File: config.mk
export PLATFORM = sky130hd
export DESIGN_NAME = wb_port_sched
export DESIGN_NICKNAME = d
export VERILOG_FILES = /design/src/rtl/wb_port_sched_pkg.sv /design/src/rtl/wb_scoreboard.sv /design/src/rtl/wb_port_sched.sv
export SDC_FILE = /design/constraint.sdc
export NUM_CORES = 1
export LEC_CHECK = 0
export ABC_AREA = 1
export CORE_ASPECT_RATIO = 0.9
export CORE_MARGIN = 10
export CORE_UTILIZATION = 30
export DETAILED_ROUTE_END_ITERATION = 8
export MAX_ROUTING_LAYER = met4
export PLACE_DENSITY_LB_ADDON = 0.15
export SYNTH_ARGS = -nofsm -noshare
export SYNTH_HDL_FRONTEND = slang
export SYNTH_SLANG_ARGS = --single-unit
File: constraint.sdc
create_clock -name clk -period 3.5 [get_ports clk]
set_input_delay 0.35 -clock clk [delete_from_list [all_inputs] [get_ports clk]]
set_output_delay 0.35 -clock clk [all_outputs]
set_load 0.03 [all_outputs]
File: src/rtl/wb_port_sched_pkg.sv
// wb_port_sched_pkg
//   Shared encodings for the writeback port scheduler: writeback source
//   select codes (bit 1 drives isLd, bit 0 drives isCall), the default link
//   register, the arbiter FSM state codes and the grant enumeration.
package wb_port_sched_pkg;

  // Writeback select codes: {isLd, isCall}
  localparam logic [1:0] SEL_ALU  = 2'b00;
  localparam logic [1:0] SEL_MEM  = 2'b10;
  localparam logic [1:0] SEL_CALL = 2'b01;

  // Call/jal link writes land in $31 unless overridden
  localparam int LINK_REG_DEF = 31;

  // Arbiter FSM states
  localparam logic [1:0] ST_NORM       = 2'd0;
  localparam logic [1:0] ST_BOOST_CALL = 2'd1;
  localparam logic [1:0] ST_BOOST_ALU  = 2'd2;

  // Which source owns the write port this cycle
  typedef enum logic [1:0] {
    GNT_NONE = 2'd0,
    GNT_MEM  = 2'd1,
    GNT_CALL = 2'd2,
    GNT_ALU  = 2'd3
  } grant_e;

  // 4-bit wait counter increment that sticks at 15 instead of wrapping
  function automatic logic [3:0] sat_inc4(input logic [3:0] v);
    return (v == 4'hF) ? v : v + 4'd1;
  endfunction

endpackage

File: src/rtl/wb_scoreboard.sv
// wb_scoreboard
//   Pending-load bitmap, one bit per architectural register. A load issue
//   sets the bit of its destination, a load return clears it; when both hit
//   the same register in one cycle the set wins. Register 0 never pends.
//   Ports:
//     clk, rst_n           clock, asynchronous active-low reset
//     set_en, set_addr     load issued to memory and its destination
//     clr_en, clr_addr     load return written back and its destination
//     rs_addr, rt_addr     decode source operands
//     hazard               either source has an outstanding load
module wb_scoreboard #(
  parameter int AW = 5
) (
  input  logic          clk,
  input  logic          rst_n,
  input  logic          set_en,
  input  logic [AW-1:0] set_addr,
  input  logic          clr_en,
  input  logic [AW-1:0] clr_addr,
  input  logic [AW-1:0] rs_addr,
  input  logic [AW-1:0] rt_addr,
  output logic          hazard
);

  localparam int NREG = 1 << AW;

  logic [NREG-1:0] sb_q;
  logic [NREG-1:0] sb_d;

  genvar gi;
  generate
    for (gi = 0; gi < NREG; gi++) begin : g_bit
      if (gi == 0) begin : g_zero
        assign sb_d[gi] = 1'b0;
      end else begin : g_reg
        // Set has priority so a reissue racing the previous return stays pending
        assign sb_d[gi] = (set_en && set_addr == AW'(gi)) ? 1'b1 :
                          (clr_en && clr_addr == AW'(gi)) ? 1'b0 : sb_q[gi];
      end
    end
  endgenerate

  always_ff @(posedge clk or negedge rst_n) begin
    if (!rst_n) begin
      sb_q <= '0;
    end else begin
      sb_q <= sb_d;
    end
  end

  // No bypass: a return in this cycle still reports the hazard until it lands
  assign hazard = sb_q[rs_addr] | sb_q[rt_addr];

endmodule

File: src/rtl/wb_port_sched.sv
// wb_port_sched
//   Arbitrates the single register-file write port between load returns,
//   call link writes and ALU results (default priority mem > call > alu).
//   A starved call or ALU source is boosted to the top for one grant once it
//   has waited MAX_WAIT consecutive cycles. The grant is registered into the
//   write strobe/address/data and the isLd/isCall selects one cycle later.
//   Ports:
//     clk, rst_n                         clock, asynchronous active-low reset
//     mem_valid/rd/data, mem_ready       load return request and accept
//     call_valid/pc, call_ready          link write request and accept
//     alu_valid/rd/data, alu_ready       ALU result request and accept
//     ld_issue, ld_issue_rd              load issued to memory (scoreboard set)
//     rs_addr, rt_addr, hazard           decode operands and load-use stall
//     rf_we, rf_waddr, rf_wdata          registered register-file write
//     isLd, isCall                       registered writeback select
module wb_port_sched
  import wb_port_sched_pkg::*;
#(
  parameter int DW       = 32,
  parameter int AW       = 5,
  parameter int MAX_WAIT = 4,
  parameter int LINK_REG = LINK_REG_DEF
) (
  input  logic          clk,
  input  logic          rst_n,
  input  logic          mem_valid,
  input  logic [AW-1:0] mem_rd,
  input  logic [DW-1:0] mem_data,
  output logic          mem_ready,
  input  logic          call_valid,
  input  logic [DW-1:0] call_pc,
  output logic          call_ready,
  input  logic          alu_valid,
  input  logic [AW-1:0] alu_rd,
  input  logic [DW-1:0] alu_data,
  output logic          alu_ready,
  input  logic          ld_issue,
  input  logic [AW-1:0] ld_issue_rd,
  input  logic [AW-1:0] rs_addr,
  input  logic [AW-1:0] rt_addr,
  output logic          hazard,
  output logic          rf_we,
  output logic [AW-1:0] rf_waddr,
  output logic [DW-1:0] rf_wdata,
  output logic          isLd,
  output logic          isCall
);

  localparam logic [3:0]    WAIT_LIMIT = 4'(MAX_WAIT);
  localparam logic [AW-1:0] LINK_ADDR  = AW'(LINK_REG);

  logic [1:0]    state_q, state_d;
  logic [3:0]    call_wait_q, call_wait_d;
  logic [3:0]    alu_wait_q, alu_wait_d;
  logic          we_q, we_d;
  logic [AW-1:0] waddr_q, waddr_d;
  logic [DW-1:0] wdata_q, wdata_d;
  logic [1:0]    sel_q, sel_d;
  grant_e        gnt;

  // ---------------------------------------------------------------- arbiter
  // A boost only takes effect while the boosted source is asking; otherwise
  // the default priority applies for that cycle.
  always_comb begin
    gnt = GNT_NONE;
    if (state_q == ST_BOOST_CALL && call_valid) begin
      gnt = GNT_CALL;
    end else if (state_q == ST_BOOST_ALU && alu_valid) begin
      gnt = GNT_ALU;
    end else if (mem_valid) begin
      gnt = GNT_MEM;
    end else if (call_valid) begin
      gnt = GNT_CALL;
    end else if (alu_valid) begin
      gnt = GNT_ALU;
    end
  end

  assign mem_ready  = (gnt == GNT_MEM);
  assign call_ready = (gnt == GNT_CALL);
  assign alu_ready  = (gnt == GNT_ALU);

  // ----------------------------------------------------------- wait counters
  assign call_wait_d = (call_valid && gnt != GNT_CALL) ? sat_inc4(call_wait_q) : 4'd0;
  assign alu_wait_d  = (alu_valid  && gnt != GNT_ALU)  ? sat_inc4(alu_wait_q)  : 4'd0;

  // --------------------------------------------------------------------- FSM
  // Boost is entered on the edge where the counter reaches the limit, so the
  // source is granted on the cycle after its MAX_WAIT-th blocked cycle.
  always_comb begin
    state_d = state_q;
    case (state_q)
      ST_NORM: begin
        if (call_wait_d >= WAIT_LIMIT) begin
          state_d = ST_BOOST_CALL;
        end else if (alu_wait_d >= WAIT_LIMIT) begin
          state_d = ST_BOOST_ALU;
        end
      end
      ST_BOOST_CALL: begin
        if (!call_valid || gnt == GNT_CALL) begin
          state_d = ST_NORM;
        end
      end
      ST_BOOST_ALU: begin
        if (!alu_valid || gnt == GNT_ALU) begin
          state_d = ST_NORM;
        end
      end
      default: state_d = ST_NORM;
    endcase
  end

  // ------------------------------------------------------------ write stage
  // Address, data and selects hold when idle; writes to $0 are accepted but
  // never strobed into the register file.
  always_comb begin
    we_d    = 1'b0;
    waddr_d = waddr_q;
    wdata_d = wdata_q;
    sel_d   = sel_q;
    case (gnt)
      GNT_MEM: begin
        we_d    = (mem_rd != '0);
        waddr_d = mem_rd;
        wdata_d = mem_data;
        sel_d   = SEL_MEM;
      end
      GNT_CALL: begin
        we_d    = (LINK_ADDR != '0);
        waddr_d = LINK_ADDR;
        wdata_d = call_pc;
        sel_d   = SEL_CALL;
      end
      GNT_ALU: begin
        we_d    = (alu_rd != '0);
        waddr_d = alu_rd;
        wdata_d = alu_data;
        sel_d   = SEL_ALU;
      end
      default: ;
    endcase
  end

  always_ff @(posedge clk or negedge rst_n) begin
    if (!rst_n) begin
      state_q     <= ST_NORM;
      call_wait_q <= 4'd0;
      alu_wait_q  <= 4'd0;
      we_q        <= 1'b0;
      waddr_q     <= '0;
      wdata_q     <= '0;
      sel_q       <= SEL_ALU;
    end else begin
      state_q     <= state_d;
      call_wait_q <= call_wait_d;
      alu_wait_q  <= alu_wait_d;
      we_q        <= we_d;
      waddr_q     <= waddr_d;
      wdata_q     <= wdata_d;
      sel_q       <= sel_d;
    end
  end

  assign rf_we    = we_q;
  assign rf_waddr = waddr_q;
  assign rf_wdata = wdata_q;
  assign isLd     = sel_q[1];
  assign isCall   = sel_q[0];

  // -------------------------------------------------------------- scoreboard
  wb_scoreboard #(
    .AW(AW)
  ) u_scoreboard (
    .clk     (clk),
    .rst_n   (rst_n),
    .set_en  (ld_issue),
    .set_addr(ld_issue_rd),
    .clr_en  (gnt == GNT_MEM),
    .clr_addr(mem_rd),
    .rs_addr (rs_addr),
    .rt_addr (rt_addr),
    .hazard  (hazard)
  );

endmodule

### Word-level counts from Yosys, hierarchy flattened

Cells that the tools add are included.
Widths: inputs -> output; s select.

| cells by class | value |
|---|---|
| $add $sub $neg | 2 |
| order comparisons | 4 |
| equality and inequality tests | 74 |
| mux-type cells | 84 |
| bitwise operators | 1 |
| reductions and logical operators | 106 |

Operators with widths:

| cell | count |
|---|---|
| $eq 5x5->1 const B | 32 |
| $pmux 32 s3 | 1 |
| $eq 5x4->1 const B | 16 |
| $logic_and 1x1->1 | 66 |
| $mux 1 | 64 |
| $reduce_bool 2->1 | 31 |
| $eq 5x3->1 const B | 8 |
| $eq 5x2->1 const B | 4 |
| $mux 2 | 9 |
| $mux 4 | 4 |
| $pmux 5 s3 | 1 |
| $lt 5x6->1 const B | 2 |
| $pmux 2 s3 | 2 |
| $bmux 1 s5 | 2 |
| $eq 5x1->1 const B | 2 |
| $reduce_bool 5->1 | 2 |
| $add 4x1->4 const B | 2 |
| $eq 4x4->1 const B | 2 |
| $ge 4x3->1 const B | 2 |
| $eq 2x2->1 const B | 3 |
| $eq 2x1->1 const B | 2 |
| $ne 2x1->1 const B | 2 |
| $ne 2x2->1 const B | 2 |
| $ne 3x3->1 const B | 1 |
| other kinds (7) | 9 |

| word-level totals | value |
|---|---|
| register bits after elaboration | 81 |
| input port bits | 127 |
| word-level logic and storage cells | 309 |

### Longest topological paths before layout

Gate-level depths: netlist of the first run.

| logic depth | value |
|---|---|
| word-level depth | 12 |
| gate-level depth with buffers | 12 |

### Modules after synthesis

From an unflattened synthesis of the first run, not the netlist that was laid out.

| second synthesis, totals | value |
|---|---|
| cell total of the unflattened synthesis | 757 |
| area, all modules | 5178.7 um2 |

By module, submodules not included:

| module | times used | cells each | area each (um2) |
|---|---|---|---|
| wb_port_sched | 1 | 396 | 3010.4 |
| wb_scoreboard | 1 | 361 | 2168.3 |

### Least setup slack after synthesis of the first run

Ideal clock, no wire load.

| timing | value |
|---|---|
| kind | input to output |
| start point | input rt_addr[0] |
| end point | output hazard |
| arrival time | 1479 ps |
| data required time | 3150 ps |
| slack | 1671 ps |
| stages | 10 |
| cell sequence | clkbuf_1 clkbuf_1 nand2_1 nand3_1 nand3_1 nand2_1 nand2_1 nand3_1 nand2_1 nand2_1 |

| between the ends | value |
|---|---|
| longest elaborated chain between the ends | 3 |

RTL lines:

| what | line | RTL |
|---|---|---|
| start, declared | wb_port_sched.sv:40 | `input logic [AW-1:0] rt_addr,` |
| $bmux 1 s5 | wb_scoreboard.sv:52 | `assign hazard = sb_q[rs_addr] \| sb_q[rt_addr];` |
| $mux 1 (implied by the code) | wb_scoreboard.sv:52 |  |
| $or 1x1->1 | wb_scoreboard.sv:52 |  |
| end, declared | wb_port_sched.sv:41 | `output logic hazard,` |

No other way between the ends. The select of a mux whose other input is x is not followed.

### Final worst setup path of the first run

| timing | value |
|---|---|
| start point | input rt_addr[1] |
| end point | output hazard |

The elaborated chain is that of the path after synthesis.

==> results of run 1 <==
## metrics by stage
stage,util,instances
6_report,0.4370,1165
5_1_grt,0.4370,1165
4_1_cts,0.4364,1161
3_5_place_dp,0.4165,1146
3_3_place_gp,0.4165,1146
2_1_floorplan,-,785
## state kept, by name, summed over array words and instances (netlist names)
| signal | count |
|---|---|
| state_q | 2 |
| rf_waddr | 5 |
| alu_wait_q | 4 |
| u_scoreboard.sb_q | 31 |
| sel_q | 2 |
| rf_we | 1 |
| call_wait_q | 4 |
| rf_wdata | 32 |
## logic make-up after synthesis
logic type / Yosys count
AOI/OAI and AO/OA: 56
buffers and inverters: 103
adders and majority gates: 2
and+or+nand+nor: 542
DFF: 81
xor gates and xnor gates: 1
## cell usage after synthesis
| cell | instances |
|---|---|
| or2_2 | 6 |
| nand3_1 | 98 |
| inv_4 | 1 |
| buf_4 | 4 |
| o211ai_1 | 1 |
| a21oi_2 | 1 |
| o21a_1 | 25 |
| nor2_1 | 127 |
| o21ai_1 | 1 |
| nor2_2 | 1 |
| clkbuf_1 | 13 |
| ha_1 | 2 |
| clkinv_1 | 1 |
| buf_6 | 2 |
| nand2_2 | 2 |
| buf_1 | 3 |
| inv_1 | 67 |
| or2_1 | 2 |
| or2_0 | 3 |
| and2_1 | 1 |
| a21oi_1 | 6 |
| buf_2 | 10 |
| nand3_4 | 1 |
| xor2_1 | 1 |
| o31ai_1 | 1 |
| o21ai_0 | 19 |
| dfrtp_1 | 81 |
| o221ai_1 | 1 |
| nor4_1 | 1 |
| nand4_1 | 2 |
| a31oi_1 | 1 |
| nor2_4 | 2 |
| nand2_1 | 296 |
| inv_2 | 2 |
## how the worst max path moves through the flow
stage | cells past startpoint | to | startpoint
after floorplan | 10 | hazard | rt_addr[0]
after global placement | 10 | hazard | rt_addr[1]
after detailed placement | 10 | hazard | rt_addr[1]
after CTS | 10 | hazard | rt_addr[1]
after global routing | 10 | hazard | rt_addr[1]
final | 10 | hazard | rt_addr[1]
## final cells by class
cell class                 count  area share
multi-input combinational    601      0.3587
sequential                    81      0.2773
timing repair buffer         182      0.2441
inverter                      71     0.03681
tap                          211     0.03612
clock buffer                   9     0.03082
clock inverter                 6     0.01472
antenna                        4    0.001370
## routing by layer
layer | track usage | part of all wire
met1 | 0.2021 | 0.44
met2 | 0.2653 | 0.46
met3 | 0.06513 | 0.090
met4 | 0.05506 | 0.013
met5 | - | 0
## report_power, final
| part | internal [mW] | switching, mW | leakage (nW) |
|---|---|---|---|
| clock network | 0.690 | 0.384 | 0.161 |
| registers | 1.10 | 0.152 | 0.973 |
| logic | 0.439 | 0.594 | 2.34 |
## worst register-to-register path: cells and delay by family (launching register included)
kind	cells	cell delay, ns
buf+inv	2	0.36
simple gates	7	1.17
flops	1	0.42
==> results.md, run 1 <==
* Multiplexer share of the synthesized area at 0
* Post-synth cell types at 34
* Initial core utilization at 0.3038
* CP max stage delay at 0.66 ns
* Commonest non-fill, non-tap cell in the layout: nand2_1
* Total wire length at 18.51 mm
* Final setup fails at 0
* Worst skew pair latency at 0.34 ns
* Worst-Margin Slew at 0.6790 ns
* Filler Cell Count at 1,768
* Seq/Total Area, Yosys at 0.3990
* Wire per inst at 15.89 um
* Worst setup SP type: input port
* XOR/XNOR Fraction of Synth Area at 0.001724
* Max clock buf depth at 2
* Multi-input logic area at 0.002621 mm^2
* Status: completed
* Setup TNS at 0 ns
* CTS buffer count at 9
* Mapped Cells at 785
* CP required at 3.15 ns
* Worst EP arrival at 2.44 ns
* Post-CTS Resized at 0
* Worst r2r src: state_q[0]
* Layout cells sized above 1 at 0.04842
* Post-synthesis compound-gate area fraction at 0.07020
* Total GRT Usage at 0.1713
* Largest net degree at the start of global routing at 61
* Mapped Nets at 914
* Vias in the first global route at 5,257
* Kind of critical path: input port to output pin
* Warnings from Yosys at 0
* Power consumption at 3.363 mW
* First-pass GRT wire length at 28.97 mm
* Max cap viols at 0
* Synth Cell Area at 0.005080 mm^2
* Clock transition at path regs at 0.06 ns
* Crit-path slowest cell: clkdlybuf4s50_1
* WHS at 0.03176 ns
* Synthesized area per cell at 6.471 um^2
* GR Overflow Total at 0
* Total number of vias at 5,359
* Worst-path cell chain: clkdlybuf4s50_1 > inv_1 > nand3_1 > nand3_1 > nand2_1 > nand2_1 > nand3_1 > nand2_1 > nand2_1 > clkdlybuf4s50_1
* Initial DRC Count at 311
* CP Capture Type: output pin
* Highest Clock Rate at 0.3580 GHz
* I/O Buffers at 170
* DIE AREA at 0.02255 mm^2
* Post-CTS setup buffer count at 0
* Simple-gate share of the synthesized area at 0.4392
* Tmin final at 2.793 ns
* Antenna violations before repair at 4
* Max FO, Critical Path at 9
* Setup ws final at 0.7066 ns
* Largest area contributor in the netlist: dfrtp_1
* Worst R2R Setup Slack at 1.45 ns
* DRC viols at 0
* Nets at 1,075
* Post-synth top area share at 0.3990
* Die W at 157.2 um
* Top area cells in the synthesized netlist: dfrtp_1 (40%), nand2_1 (22%), nand3_1 (9.7%)
* Area of the core at 0.01672 mm^2
* Dpl ws at 0.7272 ns
* Reg2reg path depth at 9
* CTS Sinks at 81
* RSZ-0062 raised after global routing: no
* Cell Area, Placed at 0.006965 mm^2
* Adder-Cell Fraction of Synth Area at 0.004926
* Largest family of logic cells by synthesized area: simple AND/OR/NAND/NOR gates
* Layout area overhead at 43.87%
* IO Count at 171
* Critical path's top delay family: buffers and inverters
* Most common cell on crit path: nand2_1
* Pwr Density at 460.1 mW/mm^2
* Die height at 143.5 um
* Finished Cell Area at 0.007308 mm^2
* Hold Path Class: input port to async pin
* GPL Wtd Cong at 0.8804
* CTS Hold Bufs at 0
* Skew final at 0.005045 ns
* Final period util at 0.7981
* Register area at 0.002027 mm^2
* CTS root buf: clkbuf_16
* Final antenna-violating net count at 0
* Row Count at 45
* Vias per inst at 4.600
* Max Slew Vio Count at 0
* Clock tree from TritonCTS: yes
* R2r endpoint: u_scoreboard.sb_q[2]
* Yosys reg bits at 81
* Post-DP HPWL at 14.67 mm
* Drt first pass iters at 5
* H-tree lvl count at 3
* Final hold vios at 0
* Peak VDD IR at 0.2771 mV
* Pleak at 3.479 nW
* Worst slew margin relative to its limit at 0.5473
* Commonest non-fill, non-tap cells in the layout: nand2_1 (296), clkdlybuf4s50_1 (167), nor2_1 (127)
* Buffers & Inverters on Critical Path at 3
Power figures use the tool's default switching activity.
==> run 2: changes to the inputs <==
Clock period 3.5 ns to 2.6 ns, I/O delays scaled along.
==> run 2 against run 1 <==
Effect of this change: count of clock-buffer cells in the layout stayed put; sequential cell count stayed put; die area unchanged; clock power increased by 21%.
==> results.md, run 2 (synthesis gave the netlist of run 1 again) <==
* Status: completed (unchanged)
* Wire length on met3 at 1.531 mm (was 1.659 mm)
* Vias per inst at 4.547 (was 4.600)
* Clock transition at path regs at 0.06 ns (about the same)
* Worst EP arrival at 1.82 ns (was 2.44 ns)
* GPL Wtd Cong at 0.8614 (was 0.8804)
* Pleak at 3.508 nW (was 3.479 nW)
* Pwr Density at 596.5 mW/mm^2 (was 460.1 mW/mm^2)
* Worst setup SP type: input port (unchanged)
* CP Capture Type: output pin (unchanged)
* CP required at 2.34 ns (was 3.15 ns)
* Worst slew margin relative to its limit at 0.6455 (was 0.5473)
* First-pass GRT wire length at 28.48 mm (was 28.97 mm)
* Uppermost layer routed: met4 (unchanged)
* DIE AREA at 0.02255 mm^2 (unchanged)
* Buffers & Inverters on Critical Path at 4 (was 3)
* Die W at 157.2 um (unchanged)
* Wire per inst at 15.49 um (was 15.89 um)
* Final setup fails at 0 (unchanged)
* DRC viols at 0 (unchanged)
* Commonest non-fill, non-tap cell in the layout: nand2_1 (unchanged)
* Layout cells sized above 1 at 0.05439 (was 0.04842)
* Largest net degree at the start of global routing at 49 (was 61)
* Total wire length at 18.11 mm (was 18.51 mm)
* IO Count at 171 (unchanged)
* Final hold vios at 0 (unchanged)
* Post-DP HPWL at 14.28 mm (was 14.67 mm)
* Antenna violations before repair at 2 (was 4)
* Setup TNS at 0 ns (unchanged)
* Max Slew Vio Count at 0 (unchanged)
* CTS buffer count at 9 (unchanged)
* Commonest non-fill, non-tap cells in the layout: nand2_1 (296), clkdlybuf4s50_1 (165), nor2_1 (127) (was nand2_1 (296), clkdlybuf4s50_1 (167), nor2_1 (127))
* Clock tree from TritonCTS: yes (unchanged)
* Most common cell on crit path: nand2_1 (unchanged)
* Power consumption at 4.385 mW (was 3.363 mW)
* Total number of vias at 5,316 (was 5,359)
* Drt first pass iters at 5 (unchanged)
* Final period util at 0.8018
* Worst-Margin Slew at 0.5285 ns (was 0.6790 ns)
* Max FO, Critical Path at 15 (was 9)
* CTS Sinks at 81 (unchanged)
* Crit-path slowest cell: clkdlybuf4s50_1 (unchanged)
* Finished Cell Area at 0.007351 mm^2 (was 0.007308 mm^2)
* Max clock buf depth at 2 (unchanged)
* Peak VDD IR at 0.3467 mV (was 0.2771 mV)
* Worst-path cell chain: clkdlybuf4s50_1 > inv_1 > buf_4 > nand2_1 > nand3_1 > nand3_1 > nand2_1 > nand2_1 > nand3_1 > nand2_1 > nand2_1 > dlymetal6s2s_1 (was clkdlybuf4s50_1 > inv_1 > nand3_1 > nand3_1 > nand2_1 > nand2_1 > nand3_1 > nand2_1 > nand2_1 > clkdlybuf4s50_1)
* GR Overflow Total at 0 (unchanged)
* Met1 WL at 8.299 mm (was 8.074 mm)
* Final antenna-violating net count at 0 (unchanged)
* Area of the core at 0.01672 mm^2 (unchanged)
* Die height at 143.5 um (unchanged)
* Max cap viols at 0 (unchanged)
* Vias in the first global route at 5,321 (was 5,257)
* Largest register FFs at 32 (unchanged)
* RSZ-0062 raised after global routing: no (unchanged)
* Skew final at 0.006259 ns (was 0.005045 ns)
* Wire length on met2 at 8.174 mm (was 8.533 mm)
* Tmin final at 2.085 ns
* Initial core utilization at 0.3038 (unchanged)
* Hold Path Class: input port to async pin (unchanged)
* Worst skew pair latency at 0.34 ns (about the same)
* Initial DRC Count at 295 (was 311)
* Cell Area, Placed at 0.007030 mm^2 (was 0.006965 mm^2)
* Kind of critical path: input port to output pin (unchanged)
* CTS root buf: clkbuf_16 (unchanged)
* Total GRT Usage at 0.1662 (was 0.1713)
* Nets at 1,080 (was 1,075)
* I/O Buffers at 170 (unchanged)
* Layout area overhead at 44.70% (was 43.87%)
* CP max stage delay at 0.47 ns (was 0.66 ns)
* Row Count at 45 (unchanged)
* H-tree lvl count at 3 (unchanged)
* Critical path's top delay family: buffers and inverters (unchanged)
* Highest Clock Rate at 0.4797 GHz
[run 2: cell count changes in the layout (fill, tap and decap cells not counted), sizes merged]
cell	change
dlymetal6s2s	+1
clkdlybuf4s50	-2
dlygate4sd3	+1
inv	+2
buf	+5
bufinv	-2
diode	-2
clkinv	+1
[run 2: layer usage]
| metal | vias up | track usage |
|---|---|---|
| met1 | 2361 | 0.2033 |
| met2 | 165 | 0.2544 |
| li1 | 2782 | - |
| met3 | 8 | 0.06902 |
| met5 | - | - |
| met4 | 0 | 0.03097 |
[run 2: final timing paths]
| kind | startpoint | endpoint | slack [ns] | cells after the start |
|---|---|---|---|---|
| min in group clk | rf_waddr[0] | rf_waddr[0] | 0.48 | 2 |
| setup reg to reg | state_q[0] | rf_wdata[12] | 0.71 | 10 |
| hold reg to reg | rf_waddr[0] | rf_waddr[0] | 0.48 | 2 |
| hold / removal | rst_n | rf_wdata[24] | 0.42 | 2 |
| setup / recovery | rt_addr[0] | hazard | 0.52 | 12 |
| max in group asynchronous | rst_n | u_scoreboard.sb_q[9] | 1.55 | 3 |
[run 2: what timing repair did]
item	4_1_cts	5_1_grt
endpoints found under the hold margin	33	0
gates resized for setup	0	1
buffers inserted	0	0
hold buffers	1	0
setup endpoints to repair	0	1
[run 2: final cells by class]
class / instances / area (um^2)
Fill cell: 1757 / 9371
Multi-Input combinational cell: 601 / 2621
Sequential cell: 81 / 2027
Timing Repair Buffer: 187 / 1862
Inverter: 71 / 269.0
Tap cell: 211 / 264.0
Clock buffer: 9 / 225.2
Clock inverter: 7 / 77.57
Antenna cell: 2 / 5.005
[run 2: stage by stage]
step | instances | setup WS, ns | hold slack, ns | utilization
finish | 1169 | 0.5153 | 0.4202 | 0.4396
global route | 1169 | 0.3333 | 0.4642 | 0.4396
CTS | 1167 | 0.1089 | 0.4224 | 0.4391
detailed placement | 1150 | 0.1110 | 0.2562 | 0.4204
global placement | 1150 | 0.1240 | 0.2523 | 0.4204
floorplan | 785 | 0.9512 | -0.03559 | -
[run 2: report_power, final]
group | switching (mW) | internal, mW | total [mW]
Clock | 0.546 | 0.752 | 1.30
Combinational | 0.800 | 0.604 | 1.40
Sequential | 0.195 | 1.49 | 1.68
Total | 1.54 | 2.84 | 4.38
==> run 3: changes to the inputs <==
Clock period 2.6 ns to 1.9 ns, I/O delays scaled along.
==> run 3 against run 2 <==
Effect of this change: routed wire length rose by 1.7%; register-to-register slack got worse by 0.52 ns; first-iteration DRC count fell by 7.5%; cell area rose by 6.1%; critical endpoint is now mem_ready; core utilization rose by 2.7 points; via count rose by 3.8%; power rose by 45%.
==> results.md, run 3 (synthesis gave the netlist of run 1 again) <==
* Largest net degree at the start of global routing at 33 (was 49)
* Worst slew margin relative to its limit at 0.6529 (was 0.6455)
* Status: completed (unchanged)
* Largest register FFs at 32 (unchanged)
* Total wire length at 18.41 mm (was 18.11 mm)
* CP max stage delay at 0.44 ns (was 0.47 ns)
* Non-filler cells, final at 1,201 (was 1,169)
* Die height at 143.5 um (unchanged)
* Wire per inst at 15.33 um (was 15.49 um)
* Pleak at 3.746 nW (was 3.508 nW)
* Vias in the first global route at 5,699 (was 5,321)
* Reg2reg path depth at 10 (unchanged)
* CP Capture Type: output pin (unchanged)
* Tmin final at 1.815 ns
* I/O Buffers at 170 (unchanged)
* Max clock buf depth at 2 (unchanged)
* IO Count at 171 (unchanged)
* Pwr Density at 812.7 mW/mm^2 (was 596.5 mW/mm^2)
* Vias per inst at 4.593 (was 4.547)
* Initial DRC Count at 273 (was 295)
* Worst setup SP type: flip-flop (was input port)
* Total GRT Usage at 0.1742 (was 0.1662)
* Hold Path Class: input port to async pin (unchanged)
* Dpl ws at -0.3968 ns (was 0.1110 ns)
* Crit-path slowest cell: dfrtp_2 (was clkdlybuf4s50_1)
* Highest Clock Rate at 0.5510 GHz
* GPL Wtd Cong at 0.9074 (was 0.8614)
* Worst EP arrival at 1.62 ns (was 1.82 ns)
* GR Overflow Total at 0 (unchanged)
* Clock tree from TritonCTS: yes (unchanged)
* Worst r2r src: state_q[0] (unchanged)
* Antenna violations before repair at 3 (was 2)
* CTS Sinks at 81 (unchanged)
* Die W at 157.2 um (unchanged)
* Kind of critical path: flip-flop to output pin (was input port to output pin)
* Drt first pass iters at 4 (was 5)
* Max Slew Vio Count at 0 (unchanged)
* Worst-path cell chain: inv_1 > nand3_2 > nand2_2 > nand2_4 > nor2_4 > buf_12 > buf_6 (was clkdlybuf4s50_1 > inv_1 > buf_4 > nand2_1 > nand3_1 > nand3_1 > nand2_1 > nand2_1 > nand3_1 > nand2_1 > nand2_1 > dlymetal6s2s_1)
* R2r endpoint: rf_waddr[1] (was rf_wdata[12])
* Initial core utilization at 0.3038 (unchanged)
* Setup TNS at 0 ns (unchanged)
* CTS buffer count at 9 (unchanged)
* Peak VDD IR at 0.4560 mV (was 0.3467 mV)
* Max FO, Critical Path at 16 (was 15)
* Clock transition at path regs at 0.06 ns (about the same)
* Register area at 0.002028 mm^2 (was 0.002027 mm^2)
* DIE AREA at 0.02255 mm^2 (unchanged)
* Worst-Margin Slew at 0.5201 ns (was 0.5285 ns)
* Nets at 1,111 (was 1,080)
* Dpl cells at 1,175 (was 1,150)
* Setup ws final at 0.08501 ns (was 0.5153 ns)
* First-pass GRT wire length at 29.99 mm (was 28.48 mm)
* Layout Utilization at 0.4664 (was 0.4396)
* Worst R2R Setup Slack at 0.19 ns (was 0.71 ns)
* Multi-input logic area at 0.002655 mm^2 (was 0.002621 mm^2)
* CTS root buf: clkbuf_16 (unchanged)
* Skew final at 0.005114 ns (was 0.006259 ns)
* Area of the core at 0.01672 mm^2 (unchanged)
* Commonest non-fill, non-tap cells in the layout: nand2_1 (296), clkdlybuf4s50_1 (163), nor2_1 (127) (was nand2_1 (296), clkdlybuf4s50_1 (165), nor2_1 (127))
* Layout cells sized above 1 at 0.09017 (was 0.05439)
* CP required at 1.71 ns (was 2.34 ns)
* Final hold vios at 0 (unchanged)
* Final period util at 0.9553
* Worst skew pair latency at 0.34 ns (about the same)
* Final setup fails at 0 (unchanged)
* Final antenna-violating net count at 0 (unchanged)
* Max cap viols at 0 (unchanged)
* Commonest non-fill, non-tap cell in the layout: nand2_1 (unchanged)
* DRC viols at 0 (unchanged)
* Row Count at 45 (unchanged)
* Total number of vias at 5,516 (was 5,316)
* Filler Cell Count at 1,682 (was 1,757)
* H-tree lvl count at 3 (unchanged)
* Post-DP HPWL at 14.56 mm (was 14.28 mm)
* Layout area overhead at 53.55% (was 44.70%)
## run 3: worst max-delay path: cells and delay by family (launching register included)
family	cells	cell delay [ns]
buf+inv	3	0.37
flops	1	0.44
simple gates	4	0.45
## run 3: metal layers
metal / routed length (um) / track usage / vias to the layer above
met3: 1768 / 0.06454 / 17
met1: 8131 / 0.2122 / 2454
met4: 202 / 0.05408 / 0
met5: 0 / - / -
li1: - / - / 2847
met2: 8309 / 0.2638 / 198
## run 3: layout make-up
type | instances | share of cell area
well taps | 211 | 0.03385
flip-flops and latches | 81 | 0.2600
inverters | 71 | 0.03481
clock inverters | 5 | 0.01107
diodes | 3 | 0.0009625
multi-input cells | 601 | 0.3404
repair buffers | 218 | 0.2865
clock buffers | 11 | 0.03240
## run 3: worst max-delay path by stage
stage	from	end	slack, ns	cells after the start
after global placement	rt_addr[0]	hazard	-0.40	11
after floorplan	state_q[0]	u_scoreboard.sb_q[1]	0.34	9
final	state_q[0]	mem_ready	0.09	7
after global routing	rs_addr[0]	hazard	-0.0003	11
after CTS	state_q[0]	mem_ready	0.001	7
after detailed placement	rt_addr[0]	hazard	-0.40	12
## run 3: stage by stage
| stage | cell area, um^2 | power (mW) | hold slack, ns |
|---|---|---|---|
| floorplan | 5080 | 3.312 | -0.1056 |
| global placement | 7306 | 4.361 | 0.1407 |
| detailed placement | 7306 | 4.353 | 0.1397 |
| CTS | 7742 | 6.393 | 0.2971 |
| global route | 7800 | 6.739 | 0.3435 |
| finish | 7800 | 6.339 | 0.3038 |
## run 3: power by group
part | leakage (nW) | internal (mW) | switching [mW]
Sequential | 0.971 | 2.03 | 0.268
Combinational | 2.61 | 0.952 | 1.13
Clock | 0.166 | 1.23 | 0.722
Total | 3.75 | 4.22 | 2.12
## run 3: repair_timing
| item | in CTS | in global routing |
|---|---|---|
| cloned | 1 | 0 |
| pin swaps | 3 | 1 |
| endpoints found under the setup margin | 4 | 4 |
| hold buffers | 1 | 0 |
| setup buffers | 4 | 1 |
| resized for setup | 9 | 14 |
| endpoints found under the hold margin | 26 | 0 |
